[src/rtl/esm_pkg.sv]
// Shared ESM types and constants for the dwell summary report path.
// ESM_DWELL_REPORTER_TIMESTAMP_EN adds the 64-bit start timestamp (words 7-8) to each report.
package esm_pkg;

    localparam int unsigned esm_axis_width = 32;

    localparam logic [31:0] esm_report_magic_num                  = 32'hE5D3_A11C;
    localparam logic [7:0]  esm_module_id_dwell_controller        = 8'h03;
    localparam logic [7:0]  esm_report_message_type_dwell_summary = 8'h21;

`ifdef ESM_DWELL_REPORTER_TIMESTAMP_EN
    localparam int unsigned esm_dwell_report_num_words = 10;
`else
    localparam int unsigned esm_dwell_report_num_words = 8;
`endif

    typedef struct packed {
        logic [15:0] frequency;
        logic [15:0] tag;
        logic [31:0] duration;
        logic [7:0]  fast_lock_profile;
        logic [7:0]  gain;
    } esm_dwell_metadata_t;

    typedef struct packed {
        esm_dwell_metadata_t meta;
        logic [31:0]         sequence_num;
`ifdef ESM_DWELL_REPORTER_TIMESTAMP_EN
        logic [63:0]         timestamp;
`endif
        logic [31:0]         active_cycles;
        logic [15:0]         drop_count;
    } esm_dwell_report_t;

    function automatic logic [31:0] esm_dwell_report_word(esm_dwell_report_t rpt,
                                                          logic [31:0]       rpt_seq,
                                                          logic [3:0]        idx);
        logic [31:0] word;
        case (idx)
            4'd0:    word = esm_report_magic_num;
            4'd1:    word = rpt_seq;
            4'd2:    word = {esm_module_id_dwell_controller, esm_report_message_type_dwell_summary,
                             rpt.drop_count};
            4'd3:    word = rpt.sequence_num;
            4'd4:    word = {rpt.meta.frequency, rpt.meta.tag};
            4'd5:    word = rpt.meta.duration;
            4'd6:    word = {16'h0, rpt.meta.fast_lock_profile, rpt.meta.gain};
`ifdef ESM_DWELL_REPORTER_TIMESTAMP_EN
            4'd7:    word = rpt.timestamp[31:0];
            4'd8:    word = rpt.timestamp[63:32];
            4'd9:    word = rpt.active_cycles;
`else
            4'd7:    word = rpt.active_cycles;
`endif
            default: word = 32'h0;
        endcase
        return word;
    endfunction

endpackage

[src/rtl/esm_dwell_reporter_if.sv]
// 32-bit AXI-Stream carrying dwell summary messages toward the host report path.
interface esm_dwell_reporter_if;
    logic        Axis_valid;
    logic        Axis_ready;
    logic        Axis_last;
    logic [31:0] Axis_data;

    modport master (output Axis_valid, output Axis_last, output Axis_data, input Axis_ready);
    modport slave  (input Axis_valid, input Axis_last, input Axis_data, output Axis_ready);
endinterface

[src/rtl/esm_dwell_report_serializer.sv]
// Holds one buffered dwell report and streams it out word by word on AXI-Stream.
module esm_dwell_report_serializer
    import esm_pkg::*;
(
    input  logic                        clk_i,
    input  logic                        rst_i,
    input  logic                        load_i,
    input  esm_dwell_report_t           report_i,
    output logic                        busy_o,
    esm_dwell_reporter_if.master        axis
);

    typedef enum logic [0:0] {StIdle, StSend} state_e;

    state_e            state_q, state_d;
    esm_dwell_report_t buf_q, buf_d;
    logic [3:0]        idx_q, idx_d;
    logic [31:0]       rpt_seq_q, rpt_seq_d;
    logic              sending;
    logic              last_word;

    assign sending   = (state_q == StSend);
    assign last_word = (idx_q == 4'(esm_dwell_report_num_words - 1));

    always_ff @(posedge clk_i) begin
        if (rst_i) begin
            state_q   <= StIdle;
            buf_q     <= '0;
            idx_q     <= '0;
            rpt_seq_q <= '0;
        end else begin
            state_q   <= state_d;
            buf_q     <= buf_d;
            idx_q     <= idx_d;
            rpt_seq_q <= rpt_seq_d;
        end
    end

    always_comb begin
        state_d   = state_q;
        buf_d     = buf_q;
        idx_d     = idx_q;
        rpt_seq_d = rpt_seq_q;
        unique case (state_q)
            StIdle: begin
                if (load_i) begin
                    state_d = StSend;
                    buf_d   = report_i;
                    idx_d   = '0;
                end
            end
            StSend: begin
                if (axis.Axis_ready) begin
                    if (last_word) begin
                        state_d   = StIdle;
                        rpt_seq_d = rpt_seq_q + 32'd1;
                    end else begin
                        idx_d = idx_q + 4'd1;
                    end
                end
            end
            default: state_d = StIdle;
        endcase
    end

    // Buffer occupancy is the SEND state itself, so it only frees after the last beat.
    always_comb begin
        busy_o          = sending;
        axis.Axis_valid = sending;
        axis.Axis_last  = sending && last_word;
        axis.Axis_data  = sending ? esm_dwell_report_word(buf_q, rpt_seq_q, idx_q) : 32'h0;
    end

endmodule

[src/rtl/esm_dwell_reporter.sv]
// Captures each dwell, measures its active length and queues one summary report for streaming.
// ESM_DWELL_REPORTER_TIMESTAMP_EN enables the free-running timestamp and its two report words.
module esm_dwell_reporter
    import esm_pkg::*;
#(
    parameter int unsigned AXI_DATA_WIDTH = 32
) (
    input  logic                 Clk,
    input  logic                 Rst,
    input  logic                 Enable,
    input  logic                 Dwell_active,
    input  esm_dwell_metadata_t  Dwell_data,
    input  logic [31:0]          Dwell_sequence_num,
    esm_dwell_reporter_if.master axis
);

    if (AXI_DATA_WIDTH != esm_axis_width) begin : g_width_check
        $error("esm_dwell_reporter supports AXI_DATA_WIDTH == 32 only");
    end

    logic                dwell_active_q;
    logic                report_en_q;
    esm_dwell_metadata_t meta_q;
    logic [31:0]         dseq_q;
    logic [31:0]         count_q, count_d;
    logic [15:0]         drop_q, drop_d;
    logic                dwell_start, dwell_end;
    logic                busy, load, drop_evt;
    esm_dwell_report_t   report;

    assign dwell_start = Dwell_active && !dwell_active_q;
    assign dwell_end   = !Dwell_active && dwell_active_q;
    assign load        = dwell_end && report_en_q && !busy;
    assign drop_evt    = dwell_end && report_en_q && busy;

    always_comb begin
        count_d = count_q;
        if (dwell_start) begin
            count_d = 32'd1;
        end else if (Dwell_active && (count_q != '1)) begin
            count_d = count_q + 32'd1;
        end
        drop_d = drop_q;
        if (drop_evt && (drop_q != '1)) begin
            drop_d = drop_q + 16'd1;
        end
    end

    always_ff @(posedge Clk) begin
        if (Rst) begin
            dwell_active_q <= 1'b0;
            report_en_q    <= 1'b0;
            meta_q         <= '0;
            dseq_q         <= '0;
            count_q        <= '0;
            drop_q         <= '0;
        end else begin
            dwell_active_q <= Dwell_active;
            count_q        <= count_d;
            drop_q         <= drop_d;
            if (dwell_start) begin
                meta_q      <= Dwell_data;
                dseq_q      <= Dwell_sequence_num;
                report_en_q <= Enable;
            end
        end
    end

`ifdef ESM_DWELL_REPORTER_TIMESTAMP_EN
    logic [63:0] ts_q, ts_cap_q;

    always_ff @(posedge Clk) begin
        if (Rst) begin
            ts_q     <= '0;
            ts_cap_q <= '0;
        end else begin
            ts_q <= ts_q + 64'd1;
            if (dwell_start) begin
                ts_cap_q <= ts_q;
            end
        end
    end
`endif

    // The drop count is taken as it stands at load time.
    always_comb begin
        report               = '0;
        report.meta          = meta_q;
        report.sequence_num  = dseq_q;
`ifdef ESM_DWELL_REPORTER_TIMESTAMP_EN
        report.timestamp     = ts_cap_q;
`endif
        report.active_cycles = count_q;
        report.drop_count    = drop_q;
    end

    esm_dwell_report_serializer u_serializer (
        .clk_i    (Clk),
        .rst_i    (Rst),
        .load_i   (load),
        .report_i (report),
        .busy_o   (busy),
        .axis     (axis)
    );

endmodule
[src/flat_wrapper.sv]
// flat-port wrapper written by rule: the top's interface ports become plain ports
module esm_dwell_reporter_flat import esm_pkg::*;
#(
    parameter int unsigned AXI_DATA_WIDTH = 32
)
  (Clk, Rst, Enable, Dwell_active, Dwell_data, Dwell_sequence_num, axis_Axis_valid, axis_Axis_last, axis_Axis_data, axis_Axis_ready);
  esm_dwell_reporter_if axis_i ();
  input  logic Clk;
  input  logic Rst;
  input  logic Enable;
  input  logic Dwell_active;
  input  esm_dwell_metadata_t Dwell_data;
  input  logic [31:0] Dwell_sequence_num;
  output wire logic [$bits(axis_i.Axis_valid)-1:0] axis_Axis_valid;
  output wire logic [$bits(axis_i.Axis_last)-1:0] axis_Axis_last;
  output wire logic [$bits(axis_i.Axis_data)-1:0] axis_Axis_data;
  input wire logic [$bits(axis_i.Axis_ready)-1:0] axis_Axis_ready;
  assign axis_Axis_valid = axis_i.Axis_valid;
  assign axis_Axis_last = axis_i.Axis_last;
  assign axis_Axis_data = axis_i.Axis_data;
  assign axis_i.Axis_ready = axis_Axis_ready;
  esm_dwell_reporter #(.AXI_DATA_WIDTH(AXI_DATA_WIDTH)) u_core (.Clk(Clk), .Rst(Rst), .Enable(Enable), .Dwell_active(Dwell_active), .Dwell_data(Dwell_data), .Dwell_sequence_num(Dwell_sequence_num), .axis(axis_i));
endmodule
[config.mk]
export PLATFORM = sky130hd
export DESIGN_NAME = esm_dwell_reporter_flat
export DESIGN_NICKNAME = d
export VERILOG_FILES = /design/src/rtl/esm_pkg.sv /design/src/rtl/esm_dwell_reporter_if.sv /design/src/rtl/esm_dwell_report_serializer.sv /design/src/rtl/esm_dwell_reporter.sv /design/src/flat_wrapper.sv
export SDC_FILE = /design/constraint.sdc
export NUM_CORES = 1
export LEC_CHECK = 0
export ABC_CLOCK_PERIOD_IN_PS = 3400
export BUFFER_PORTS_ARGS = -buffer_cell sky130_fd_sc_hd__buf_2
export CORE_MARGIN = 8
export CORE_UTILIZATION = 35
export CTS_CLUSTER_SIZE = 24
export DETAILED_ROUTE_END_ITERATION = 6
export PLACE_DENSITY = 0.63
export SYNTH_ARGS = -nofsm -noshare
export SYNTH_HDL_FRONTEND = slang
export SYNTH_SLANG_ARGS = --single-unit
[constraint.sdc]
create_clock -name Clk -period 3.4 [get_ports Clk]
set_input_delay 0.34 -clock Clk [delete_from_list [all_inputs] [get_ports Clk]]
set_output_delay 0.34 -clock Clk [all_outputs]
set_load 0.02 [all_outputs]
Yosys cells after proc, flatten, opt, wreduce, memory -nomap -nowiden
Cells that the tools add are included.
{"block": "totals", "reg_bits": 359, "input_bits": 117, "out_inout_bits": 34, "wordCells": 68}
{"block": "classes", "add_sub_neg": 4, "n_eq_ne": 12, "muxes": 12, "bitwise": 1, "n_reduce_logical": 17}
{"cell": "case mux 32 bit (8 select lines)", "n": 1}
{"cell": "adder 32 x 1 -> 32 bit, second input constant", "n": 2}
{"cell": "2-to-1 mux 32 bit", "n": 1}
{"cell": "!= test 32 bit, second input constant", "n": 1}
{"cell": "adder 16 x 1 -> 16 bit, second input constant", "n": 1}
{"cell": "equality test 4 x 3 -> 1 bit, second input constant", "n": 4}
{"cell": "!= test 16 bit, second input constant", "n": 1}
{"cell": "2-to-1 mux 4 bit", "n": 3}
{"cell": "equality test 4 x 2 -> 1 bit, second input constant", "n": 2}
{"cell": "logical AND 1 bit", "n": 8}
{"cell": "case mux 4 bit (2 select lines)", "n": 1}
{"cell": "AND reduction 3 bit", "n": 2}
{"cell": "2-to-1 mux 1 bit", "n": 5}
{"cell": "adder 4 x 1 -> 4 bit, second input constant", "n": 1}
{"cell": "equality test 4 x 1 -> 1 bit, second input constant", "n": 1}
{"cell": "logical NOT 4 bit", "n": 1}
{"cell": "!= test 2 bit, second input constant", "n": 2}
{"cell": "logical NOT 1 bit", "n": 3}
{"cell": "!= test 2 x 1 -> 1 bit, second input constant", "n": 1}
{"cell": "case mux 1 bit (2 select lines)", "n": 1}
{"cell": "AND reduction 2 bit", "n": 1}
{"cell": "nonzero test 2 bit", "n": 1}
{"cell": "OR reduction 2 bit", "n": 1}
{"cell": "inverter 1 bit", "n": 1}

Logic depth before layout (Yosys ltp)
Gate-level depths: netlist (run 1).
{"block": "depth", "word_depth": 6, "ltp_mapped": 9, "mapped_depth_nobuf": 7}

Hierarchy
A second synthesis (run 1) with hierarchy kept.
{"block": "hier_totals", "hier_cells": 1893, "hier_area_um2": 14813.0}
{"mod": "esm_dwell_report_serializer", "n_inst": 1, "cells_each": 1105, "area_per_inst_um2": 8494.4, "seq_area_each_um2": 3943.8}
{"mod": "esm_dwell_reporter", "n_inst": 1, "cells_each": 788, "area_per_inst_um2": 6318.6, "seq_area_each_um2": 3243.1}

Worst setup path before layout (run 1)
OpenSTA, ideal clock, no wires.
{"block": "synth_timing", "path_kind": "flip-flop to flip-flop", "startpoint": "register u_core.u_serializer.idx_q[1]", "endpoint": "register u_core.u_serializer.rpt_seq_q[31]", "setup_time_ns": 0.121, "arrival_time_ns": 2.517, "required_ns": 3.279, "path_slack_ns": 0.762, "path_stages_with_launch": 9, "n_path_buf": 2, "synth_period_minus_slack_ns": 2.638, "path_cell_list": "dfxtp_1 -> ha_1 -> buf_2 -> nand4b_4 -> or4_4 -> buf_6 -> or4_4 -> or3_1 -> mux2_4"}
{"block": "synth_between", "elab_chain_cells": 2}
{"element": "start: declaration", "line_no": "esm_dwell_report_serializer.sv:17", "text": "logic [3:0] idx_q, idx_d;"}
{"element": "start signal: assignment", "line_no": "esm_dwell_report_serializer.sv:34", "text": "idx_q <= idx_d;"}
{"element": "equality test 4 x 3 -> 1 bit", "line_no": "esm_dwell_report_serializer.sv:23", "text": "assign last_word = (idx_q == 4'(esm_dwell_report_num_words - 1));"}
{"element": "AND reduction 3 bit (no source line)"}
{"element": "end signal: assignment", "line_no": "esm_dwell_report_serializer.sv:35", "text": "rpt_seq_q <= rpt_seq_d;"}
{"element": "end: declaration", "line_no": "esm_dwell_report_serializer.sv:18", "text": "logic [31:0] rpt_seq_q, rpt_seq_d;"}
Every way passes these cells.
A chain may end at the register's enable or synchronous reset.

Final worst setup path (run 1)
{"block": "layout_timing", "startpoint": "register u_core.u_serializer.idx_q[2]", "endpoint": "output port axis_Axis_data[1]"}
{"block": "layout_between", "elab_chain_cells": 3, "word_cells_on_any_way": 10}
{"element": "equality test 4 x 3 -> 1 bit, or another cell as far along", "line_no": "esm_pkg.sv:39", "text": "case (idx)"}
{"element": "case mux 32 bit (8 select lines) (*)", "line_no": "esm_pkg.sv:39"}
{"element": "2-to-1 mux 32 bit (*)", "line_no": "esm_dwell_report_serializer.sv:71", "text": "axis.Axis_data = sending ? esm_dwell_report_word(buf_q, rpt_seq_q, idx_q) : 32'h0;"}
{"element": "end: declaration", "line_no": "flat_wrapper.sv:16", "text": "output wire logic [$bits(axis_i.Axis_data)-1:0] axis_Axis_data;"}
Mark *: on every way between the ends. The rest lies on a longest branch, timed or not.

==> flow_summary_export.csv, run 1 <==
group,metric,value,unit
outcome,run_status,"completed",
die,dieWidth,219.9,um
sta,period_share,95.95,%
sta,period_minus_slack,3262,ps
place,postPlaceCellArea,0.01575,mm^2
global_routing,first_global_vias,12846,
layout,syn_to_final_growth,16.62,%
clock_network,numClockSinks,359,
setup_path,r2r_cells,6,
sta,achievable-frequency,306.5,MHz
clock_network,clkTransAtPathRegs,60,ps
logic_synthesis,gate_count_after_technology_mapping,1859,
sta,final-max-slew-violation-count,0,
logic_synthesis,number_of_warning_messages_in_the_yosys_log,0,
logic_synthesis,synth.yosys.seq_area_share,49.37,%
logic_synthesis,postSynthNetCount,1984,
logic_synthesis,synth_edf_count,0,
route,number_of_vias_after_detailed_routing,13515,
sta,unrepaired_setup_endpoints_after_global_routing,"no",
power,worst_ir_drop_vdd,0.2597,mV
power,design_power_total,8.771,mW
setup_path,critPathKind,"reg -> out",
setup_path,path_buf_inv,2,
die,start_util,35.57,%
clock_network,post-cts-setup-buffer-count,0,
route,drt_wl_total,48.43,mm
global_routing,antenna_found_initial,2,
setup_path,crit-reg2reg-launch,"u_core.u_serializer.idx_q[1]$_SDFFE_PP0P_",
sta,finClkSkew,18.48,ps
global_routing,grt_pass1_wl,73.64,mm
setup_path,worst_path_largest_cell_delay,580,ps
route,route.antenna.remaining_nets,0,
worst_hold_path,worst_hold_startpoint,"Dwell_data[23]",
route,post_drt_via_cell_ratio,5.421,
worst_hold_path,min-delay-path-class,"in -> reg",
global_routing,grt_use_total,19.39,%
sta,slew_headroom,28.93,%
place,dpl.cell_count,2425,
clock_network,maximum_level_of_the_cts_h_tree,2,
clock_network,cts_hold_buf,0,
route,drtIter0Drc,1337,
power,pwr_density_cell,516.6,mW/mm^2
die,dieHeight,219.9,um
setup_path,crit_slowest_cell,"dfxtp_1",
worst_hold_path,timing.hold.worst_endpoint,"u_core.meta_q[23]$_SDFFE_PP0P_",
place,detailed_place_hpwl,36.00,mm
layout,n_antenna_cell,0,
setup_path,crit_path_end_kind,"output port",
setup_path,critical_path_arrival,2920,ps
clock_network,ctsLongestPathBuffers,3,
logic_synthesis,synth-async-reset-ratio,0,%
place,portBuffers,150,
logic_synthesis,synth.lib_cells_used.distinct,56,
global_routing,maximum_number_of_pins_on_one_net_before_global_route_repair,115,
setup_path,worstPathMaxFanout,20,
place,gpl.final_weighted_congestion,0.9724,
logic_synthesis,postSynth.topFlopCell,"dfxtp_1",
layout,instances_no_fill,2493,
clock_network,post_cts_resize_count,0,
die,core-area,0.04092,mm^2
job,max-cap-violations,0,
worst_hold_path,hold-path-cell-count,3,
logic_synthesis,synthesis.area_per_instance,7.830,um^2
layout,layout-drive-gt1-share,13.26,%
setup_path,reg2reg_to,"u_core.u_serializer.rpt_seq_q[31]$_SDFFE_PP0P_",
setup_path,r2r_slack,540,ps
sta,hold_viol,0,
logic_synthesis,post_synth_instance_area,0.01456,mm^2
setup_path,critical_path.top_delay_family,"simple AND/OR/NAND/NOR gates",
route,post-route-drc-count,0,
route,detail_route.first_pass.iterations,7,
setup_path,required,3060,ps
sta,setup_tns,0,ps
die,floorplan.io_pins,151,
layout,final_area,0.01698,mm^2
logic_synthesis,synth.ff_latch_count,359,
setup_path,cp-start-kind,"flip-flop",
route,wirelength_per_cell,19.42,um
setup_path,crit_chain,"nor2b_1 > and2_1 > buf_12 > a222oi_1 > a31oi_1 > buf_2",
global_routing,grt_overflow_total,0,
power,p_leak,5.761,nW
clock_network,clockRootBuffer,"clkbuf_16",
layout,nets,2059,
clock_network,cts_tree,"built",
die,dieArea,0.04837,mm^2
clock_network,clk-insertion-delay-late,530,ps
die,num_rows,74,
sta,worstMarginPinSlew,1066,ps
sta,setup_viol,0,
clock_network,tritoncts_buffers,39,
[area by class of cell]
type	count	area, um^2
Clock buffer	56	1162
Sequential cell	359	7187
Tap cell	532	665.6
Multi-Input combinational cell	1341	6785
Timing Repair Buffer	176	1044
Clock inverter	12	68.82
Inverter	17	63.81
Fill cell	4211	23950
[synthesized netlist by cell type (4+ instances only)]
| cell type | count | share of area [%] |
|---|---|---|
| a21oi_1 | 317 | 11 |
| a221oi_1 | 9 | 0.54 |
| a222oi_1 | 15 | 1.0 |
| a22oi_1 | 53 | 2.7 |
| a31oi_1 | 22 | 0.95 |
| a41oi_1 | 7 | 0.42 |
| and2_1 | 8 | 0.34 |
| and4_1 | 9 | 0.54 |
| buf_1 | 7 | 0.18 |
| buf_2 | 5 | 0.17 |
| clkbuf_1 | 129 | 3.3 |
| dfxtp_1 | 359 | 49 |
| ha_1 | 8 | 0.69 |
| inv_1 | 17 | 0.44 |
| mux2i_1 | 4 | 0.28 |
| nand2_1 | 607 | 16 |
| nand3_1 | 27 | 0.93 |
| nand4_1 | 20 | 0.86 |
| nor2_1 | 54 | 1.4 |
| nor3_1 | 15 | 0.52 |
| nor4_1 | 16 | 0.69 |
| o21ai_0 | 23 | 0.79 |
| o31ai_1 | 12 | 0.62 |
| or3_1 | 20 | 0.86 |
| or4_1 | 18 | 0.93 |
| xnor2_1 | 24 | 1.4 |
| xor2_1 | 12 | 0.72 |
[through the flow]
stage               worst slack (ps)  hold slack [ps]  util, %
detailed placement             617.1            442.1    38.47
global route                   108.7            37.70    41.48
global placement               653.6            443.3    38.47
CTS                            228.2            23.25    41.48
finish                         137.7            41.12    41.48
floorplan                      761.7            432.1        -
[cell usage in the layout (no fill, tap or decap), types with 9 or more instances in the layout]
cell,instances
a222oi_1,15
a22oi_1,53
clkbuf_16,41
and4_1,9
clkinv_2,10
or4_1,18
o21ai_0,23
nand3_1,27
nand4_1,20
dfxtp_1,359
xor2_1,12
a221oi_1,9
a31oi_1,22
a21oi_1,317
buf_2,149
buf_4,19
xnor2_1,24
nor3_1,15
nor2_1,53
or3_1,20
nor4_1,16
nand2_1,607
o31ai_1,12
inv_1,17
[state kept, by name, indices dropped and copies added, names as in the netlist]
name,count
u_core.dseq_q,32
u_core.meta_q,80
u_core.u_serializer.rpt_seq_q,32
u_core.count_q,32
u_core.dwell_active_q,1
u_core.u_serializer.idx_q,4
u_core.u_serializer.buf_q,160
u_core.u_serializer.axis.Axis_valid,1
u_core.report_en_q,1
u_core.drop_q,16
[worst reg2reg max path, cell delays in order, from the launching register on]
cell      delay (ps)
dfxtp_1          410
ha_1             420
nand4b_4         180
or4_4            520
or4_4            550
or3_1            360
mux2_4           310
[metal layers]
| layer | GRT usage (%) | wire length, um |
|---|---|---|
| met4 | 7.799 | 1936 |
| met5 | 0 | 13 |
| met3 | 3.579 | 2901 |
| met2 | 32.10 | 22920 |
| met1 | 24.66 | 20660 |
[kinds of logic after synthesis]
family                   Yosys count  share of synthesized area (%)
AND/OR/NAND/NOR                  822                          24.45
AO/OA/AOI/OAI                    470                          18.76
flip-flops                       359                          49.37
buffers and inverters            159                          4.195
XOR/XNOR                          36                          2.166
adder cells (fa/ha/maj)            8                         0.6877
multiplexers                       5                         0.3782
[worst max-delay path by stage]
stage	from	endpoint	slack (ps)	cells after the start
after floorplan	u_core.u_serializer.idx_q[1]$_SDFFE_PP0P_	u_core.u_serializer.rpt_seq_q[31]$_SDFFE_PP0P_	760	8
after global placement	u_core.u_serializer.idx_q[0]$_SDFFE_PP0P_	u_core.u_serializer.rpt_seq_q[31]$_SDFFE_PP0P_	650	6
after detailed placement	u_core.u_serializer.idx_q[1]$_SDFFE_PP0P_	u_core.u_serializer.rpt_seq_q[31]$_SDFFE_PP0P_	620	6
after CTS	u_core.u_serializer.idx_q[2]$_SDFFE_PP0P_	axis_Axis_data[1]	230	6
after global routing	u_core.u_serializer.idx_q[1]$_SDFFE_PP0P_	axis_Axis_data[6]	110	6
final	u_core.u_serializer.idx_q[2]$_SDFFE_PP0P_	axis_Axis_data[1]	140	6
[power by group]
group	total [mW]	switching (mW)	internal (mW)
Clock	4.08	1.70	2.38
Sequential	4.34	0.0496	4.29
Combinational	0.356	0.234	0.122
Total	8.77	1.98	6.79
Power figures use the tool's default switching activity.
==> run 2: changes to the inputs <==
- CAP_MARGIN: unset -> 20
- CORE_ASPECT_RATIO: unset -> 1.4
==> flow_summary_export.csv, run 2 (same netlist as run 1, synthesis figures left out) <==
group,metric,value,unit
layout,n_antenna_cell,0,
layout,most_flops_register,"u_core.u_serializer.buf_q",
clock_network,post-cts-setup-buffer-count,0,
worst_hold_path,min-delay-path-class,"in -> reg",
route,drtIter0Drc,1348,
sta,hold_viol,0,
place,portBuffers,150,
clock_network,cts_hold_buf,0,
clock_network,clockRootBuffer,"clkbuf_16",
sta,setup_tns,0,ps
setup_path,critPathKind,"reg -> out",
route,route.antenna.remaining_nets,0,
layout,mostFrequentLayoutCells,"nand2_1 (607), dfxtp_1 (359), a21oi_1 (317), buf_2 (149)",
setup_path,r2r_slack,570,ps
clock_network,ctsLongestPathBuffers,3,
setup_path,startpoint,"u_core.u_serializer.idx_q[1]$_SDFFE_PP0P_",
layout,n_fill_cell,4215,
die,num_rows,88,
clock_network,numClockSinks,359,
route,wirelength_per_cell,18.86,um
layout,top_regs,"u_core.u_serializer.buf_q: 160 flops, u_core.meta_q: 80 flops",
power,p_leak,5.710,nW
setup_path,worstSetupEndpoint,"axis_Axis_data[2]",
job,max-cap-violations,0,
sta,final-max-slew-violation-count,0,
route,post-route-drc-count,6,
route,post_drt_via_cell_ratio,5.371,
outcome,run_status,"complete, but fails checks",
place,postPlaceCellArea,0.01572,mm^2
outcome,violations_in_the_final_reports,"DRC",
sta,period_minus_slack,3265,ps
power,pwr_density_cell,513.6,mW/mm^2
global_routing,first_global_vias,12741,
die,floorplan.io_pins,151,
setup_path,critical_path_arrival,2930,ps
clock_network,clk-insertion-delay-late,540,ps
sta,unrepaired_setup_endpoints_after_global_routing,"no",
setup_path,crit-reg2reg-launch,"u_core.u_serializer.idx_q[1]$_SDFFE_PP0P_",
clock_network,maximum_level_of_the_cts_h_tree,2,
global_routing,grt_pass1_wl,71.66,mm
clock_network,post_cts_resize_count,0,
worst_hold_path,hold-path-cell-count,3,
power,worst_ir_drop_vdd,0.2695,mV
global_routing,grt_use_total,18.57,%
clock_network,cts_tree,"built",
die,dieArea,0.04846,mm^2
die,core-area,0.04118,mm^2
sta,finalWorstSetupSlack,134.9,ps
setup_path,reg2reg_to,"u_core.u_serializer.rpt_seq_q[31]$_SDFFE_PP0P_",
die,dieHeight,257.3,um
clock_network,clkTransAtPathRegs,70,ps
sta,period_share,96.03,%
sta,holdWs,37.70,ps
layout,final_common_cell,"nand2_1",
global_routing,grt_overflow_total,0,
sta,setup_viol,0,
setup_path,crit_path_end_kind,"output port",
route,detail_route.first_pass.iterations,7,
route,number_of_vias_after_detailed_routing,13421,
sta,finClkSkew,21.01,ps
die,dieWidth,188.4,um
layout,final_area,0.01690,mm^2
power,design_power_total,8.681,mW
place,gpl.final_weighted_congestion,0.9837,
setup_path,required,3060,ps
place,dpl.cell_count,2435,
route,drt_wl_total,47.12,mm
global_routing,maximum_number_of_pins_on_one_net_before_global_route_repair,100,
layout,flip_flop_count_of_the_largest_register_all_copies_and_words_added,160,
sta,slew_headroom,30.67,%
place,detailed_place_hpwl,34.40,mm
place,dp_worst_setup_slack,600.7,ps
setup_path,worstPathMaxFanout,34,
global_routing,antenna_found_initial,1,
clock_network,tritoncts_buffers,36,
layout,layout.core_utilization,41.04,%
layout,layout-drive-gt1-share,13.17,%
setup_path,r2r_cells,6,
die,start_util,35.35,%
setup_path,cp-start-kind,"flip-flop",
layout,nets,2058,
sta,achievable-frequency,306.3,MHz
layout,instances_no_fill,2499,
layout,syn_to_final_growth,16.11,%
sta,worstMarginPinSlew,1040,ps
==> run 2: changes by cell type in the layout (fill, tap and decap cells not counted), moves of 4 or more <==
| cell | previous run | this run |
|---|---|---|
| clkinv_2 | 10 | 4 |
| clkbuf_16 | 41 | 37 |
| buf_4 | 19 | 25 |
| inv_6 | 0 | 4 |
| buf_12 | 7 | 3 |
==> run 2: final cells by class <==
class                           instances  area [um^2]  share of cell area, %
Clock inverter                         14        146.4                 0.8662
Clock buffer                           50         1035                  6.122
Sequential cell                       359         7187                  42.52
Inverter                               17        63.81                 0.3776
Timing Repair Buffer                  178         1008                  5.967
Tap cell                              540        675.6                  3.998
Multi-Input combinational cell       1341         6785                  40.15
==> run 2: critical path, cell delays in order, from the launching register on <==
cell      delay (ps)
dfxtp_1          410
ha_1             420
and3b_1          260
buf_4            370
nand2_1          100
nand2_1           80
a221oi_1          70
a31oi_1          400
buf_2            260
==> run 2: worst min path at each step <==
| stage | from | end | slack (ps) |
|---|---|---|---|
| global route | Dwell_sequence_num[31] | u_core.dseq_q[31]$_SDFFE_PP0P_ | 30 |
| CTS | Dwell_data[7] | u_core.meta_q[7]$_SDFFE_PP0P_ | 20 |
| global placement | u_core.dseq_q[28]$_SDFFE_PP0P_ | u_core.u_serializer.buf_q[76]$_SDFFE_PP0P_ | 440 |
| finish | Dwell_data[7] | u_core.meta_q[7]$_SDFFE_PP0P_ | 40 |
| floorplan | u_core.meta_q[20]$_SDFFE_PP0P_ | u_core.u_serializer.buf_q[100]$_SDFFE_PP0P_ | 430 |
| detailed placement | u_core.dseq_q[30]$_SDFFE_PP0P_ | u_core.u_serializer.buf_q[78]$_SDFFE_PP0P_ | 450 |
==> run 2: power by group <==
part,switching (mW),total [mW],internal [mW]
Sequential,0.0518,4.34,4.29
Clock,1.69,3.99,2.30
Combinational,0.236,0.357,0.121
Total,1.97,8.68,6.71
==> run 2: layer usage <==
metal	routed length (um)	track usage (%)	share of wire (%)	up-vias
li1	-	-	-	6528
met1	18240	21.38	39	6338
met2	23020	31.65	49	426
met3	2472	2.734	5.2	127
met4	3373	12.21	7.2	2
met5	13	0	0.028	-
==> run 3: changes to the inputs <==
--- a/config.mk
+++ b/config.mk
@@ -15,4 +15,5 @@
 export DETAILED_ROUTE_END_ITERATION = 6
 export PLACE_DENSITY = 0.63
+export SLEW_MARGIN = 20
 export SYNTH_ARGS = -nofsm -noshare
 export SYNTH_HDL_FRONTEND = slang
==> constraint.sdc (replaced) <==
create_clock -name Clk -period 3.4 [get_ports Clk]
set_input_delay 0.68 -clock Clk [delete_from_list [all_inputs] [get_ports Clk]]
set_output_delay 0.68 -clock Clk [all_outputs]
set_load 0.02 [all_outputs]
==> flow_summary_export.csv, run 3 (same netlist as run 1, synthesis figures left out) <==
group,metric,value,unit
die,num_rows,88,
power,p_int,6.747,mW
layout,nets,2058,
clock_network,cts_tree,"built",
power,sw_frac_of_total,22.06,%
power,p_leak,5.717,nW
layout,n_fill_cell,4237,
die,dieWidth,188.4,um
power,worst_ir_drop_vdd,0.2580,mV
layout,instances_no_fill,2497,
layout,mostFrequentLayoutCells,"nand2_1 (607), dfxtp_1 (359), a21oi_1 (317), buf_2 (149)",
place,detailed_place_hpwl,34.92,mm
setup_path,critPathKind,"reg -> out",
die,dieHeight,257.3,um
layout,syn_to_final_growth,16.23,%
power,pwr_density_cell,511.6,mW/mm^2
sta,slew_headroom,40.52,%
place,dpl.cell_count,2436,
layout,flip_flop_count_of_the_largest_register_all_copies_and_words_added,160,
sta,period_share,96.89,%
route,detail_route.first_pass.iterations,7,
layout,final_common_cell,"nand2_1",
clock_network,clockRootBuffer,"clkbuf_16",
clock_network,clkTransAtPathRegs,60,ps
setup_path,critical_path_arrival,2610,ps
sta,final-max-slew-violation-count,0,
setup_path,cp-start-kind,"flip-flop",
route,wirelength_per_cell,19.09,um
setup_path,required,2720,ps
outcome,violations_in_the_final_reports,"DRC",
clock_network,ctsLongestPathBuffers,3,
setup_path,worstPathMaxFanout,14,
clock_network,numClockSinks,359,
clock_network,maximum_level_of_the_cts_h_tree,2,
power,clock_power_share,45.7,%
power,p_comb_share,4.2,%
setup_path,crit_path_end_kind,"output port",
sta,hold_viol,0,
die,core-area,0.04118,mm^2
power,design_power_total,8.656,mW
die,start_util,35.35,%
clock_network,clk-insertion-delay-late,520,ps
layout,layout.core_utilization,41.09,%
sta,setup_viol,0,
layout,most_flops_register,"u_core.u_serializer.buf_q",
global_routing,grt_pass1_wl,72.66,mm
route,post-route-drc-count,5,
clock_network,tritoncts_buffers,35,
power,switchingPower,1.909,mW
die,floorplan.io_pins,151,
route,drtIter0Drc,1172,
sta,finClkSkew,12.31,ps
layout,top_regs,"u_core.u_serializer.buf_q: 160 flops, u_core.meta_q: 80 flops",
sta,period_minus_slack,3294,ps
global_routing,grt_use_total,18.83,%
place,gpl.final_weighted_congestion,0.9715,
worst_hold_path,min-delay-path-class,"in -> reg",
global_routing,antenna_found_initial,2,
global_routing,maximum_number_of_pins_on_one_net_before_global_route_repair,161,
clock_network,cts_hold_buf,0,
layout,n_antenna_cell,0,
route,post_drt_via_cell_ratio,5.365,
power,power_frac_seq,50.1,%
outcome,run_status,"complete, but fails checks",
route,number_of_vias_after_detailed_routing,13396,
route,drt_wl_total,47.68,mm
place,portBuffers,150,
job,max-cap-violations,0,
global_routing,first_global_vias,12856,
route,route.antenna.remaining_nets,0,
die,dieArea,0.04846,mm^2
sta,achievable-frequency,303.6,MHz
global_routing,grt_overflow_total,0,
sta,worstMarginPinSlew,884.0,ps
layout,layout-drive-gt1-share,13.13,%
## run 3: cell types whose count changed in the layout (fill, tap and decap cells not counted), sizes merged
cell      change
clkinvlp      -3
clkbuf        +2
inv           -4
clkinv        +1
bufinv        +1
buf           +1
## run 3: worst paths after layout
check	slack (ps)	startpoint	cells past startpoint	end
max	110	u_core.u_serializer.idx_q[0]$_SDFFE_PP0P_	7	axis_Axis_data[2]
min	390	Dwell_data[1]	3	u_core.meta_q[1]$_SDFFE_PP0P_
max reg2reg	670	u_core.u_serializer.idx_q[0]$_SDFFE_PP0P_	6	u_core.u_serializer.rpt_seq_q[31]$_SDFFE_PP0P_
min reg2reg	450	u_core.dseq_q[13]$_SDFFE_PP0P_	2	u_core.u_serializer.buf_q[61]$_SDFFE_PP0P_
## run 3: timing repair
action,in CTS,in global routing
setup endpoints to repair,0,12
gates resized for setup,0,3
buffers inserted,0,0
## run 3: layer usage
| layer | GRT usage, % | part of all wire, % | up-vias |
|---|---|---|---|
| met5 | 0 | 0.048 | - |
| met4 | 10.42 | 5.6 | 4 |
| met3 | 2.883 | 5.6 | 101 |
| met2 | 32.68 | 50 | 407 |
| met1 | 21.89 | 39 | 6355 |
| li1 | - | - | 6529 |
## run 3: cell type report
cell class	instances	area, um^2	share of cell area (%)
well taps	540	675.6	3.993
clock inverters	9	135.1	0.7987
inverters	17	63.81	0.3772
repair buffers	179	1028	6.079
flip-flops and latches	359	7187	42.48
clock buffers	52	1032	6.101
multi-input cells	1341	6797	40.17
## run 3: power by group through the flow
stage | Combinational [mW] | Clock (mW) | Sequential [mW]
6_report | 0.359 | 3.96 | 4.34
5_1_grt | 0.400 | 4.20 | 4.35
4_1_cts | 0.364 | 4.04 | 4.34
3_5_place_dp | 0.364 | 0 | 4.43
3_3_place_gp | 0.358 | 0 | 4.43
2_1_floorplan | 0.221 | 0 | 4.41
## run 3: per-stage QoR
stage | TNS (ps) | hold slack [ps] | setup slack (ps) | cell area (um^2)
final | 0 | 393.6 | 105.8 | 16920
after global placement | 0 | 436.9 | 603.8 | 15740
after CTS | 0 | 372.0 | 9.707 | 16910
after global routing | -8.937 | 385.2 | -8.937 | 16920
after detailed placement | 0 | 445.3 | 590.0 | 15740
after floorplan | 0 | 432.1 | 709.0 | 14560
## run 3: critical path, cell delays in order (launching register included)
cell and delay, ps:
dfxtp_1 420, inv_1 120, ha_1 260, nand2_1 480
nand2_1 90, a221oi_1 260, a31oi_1 240, buf_2 230
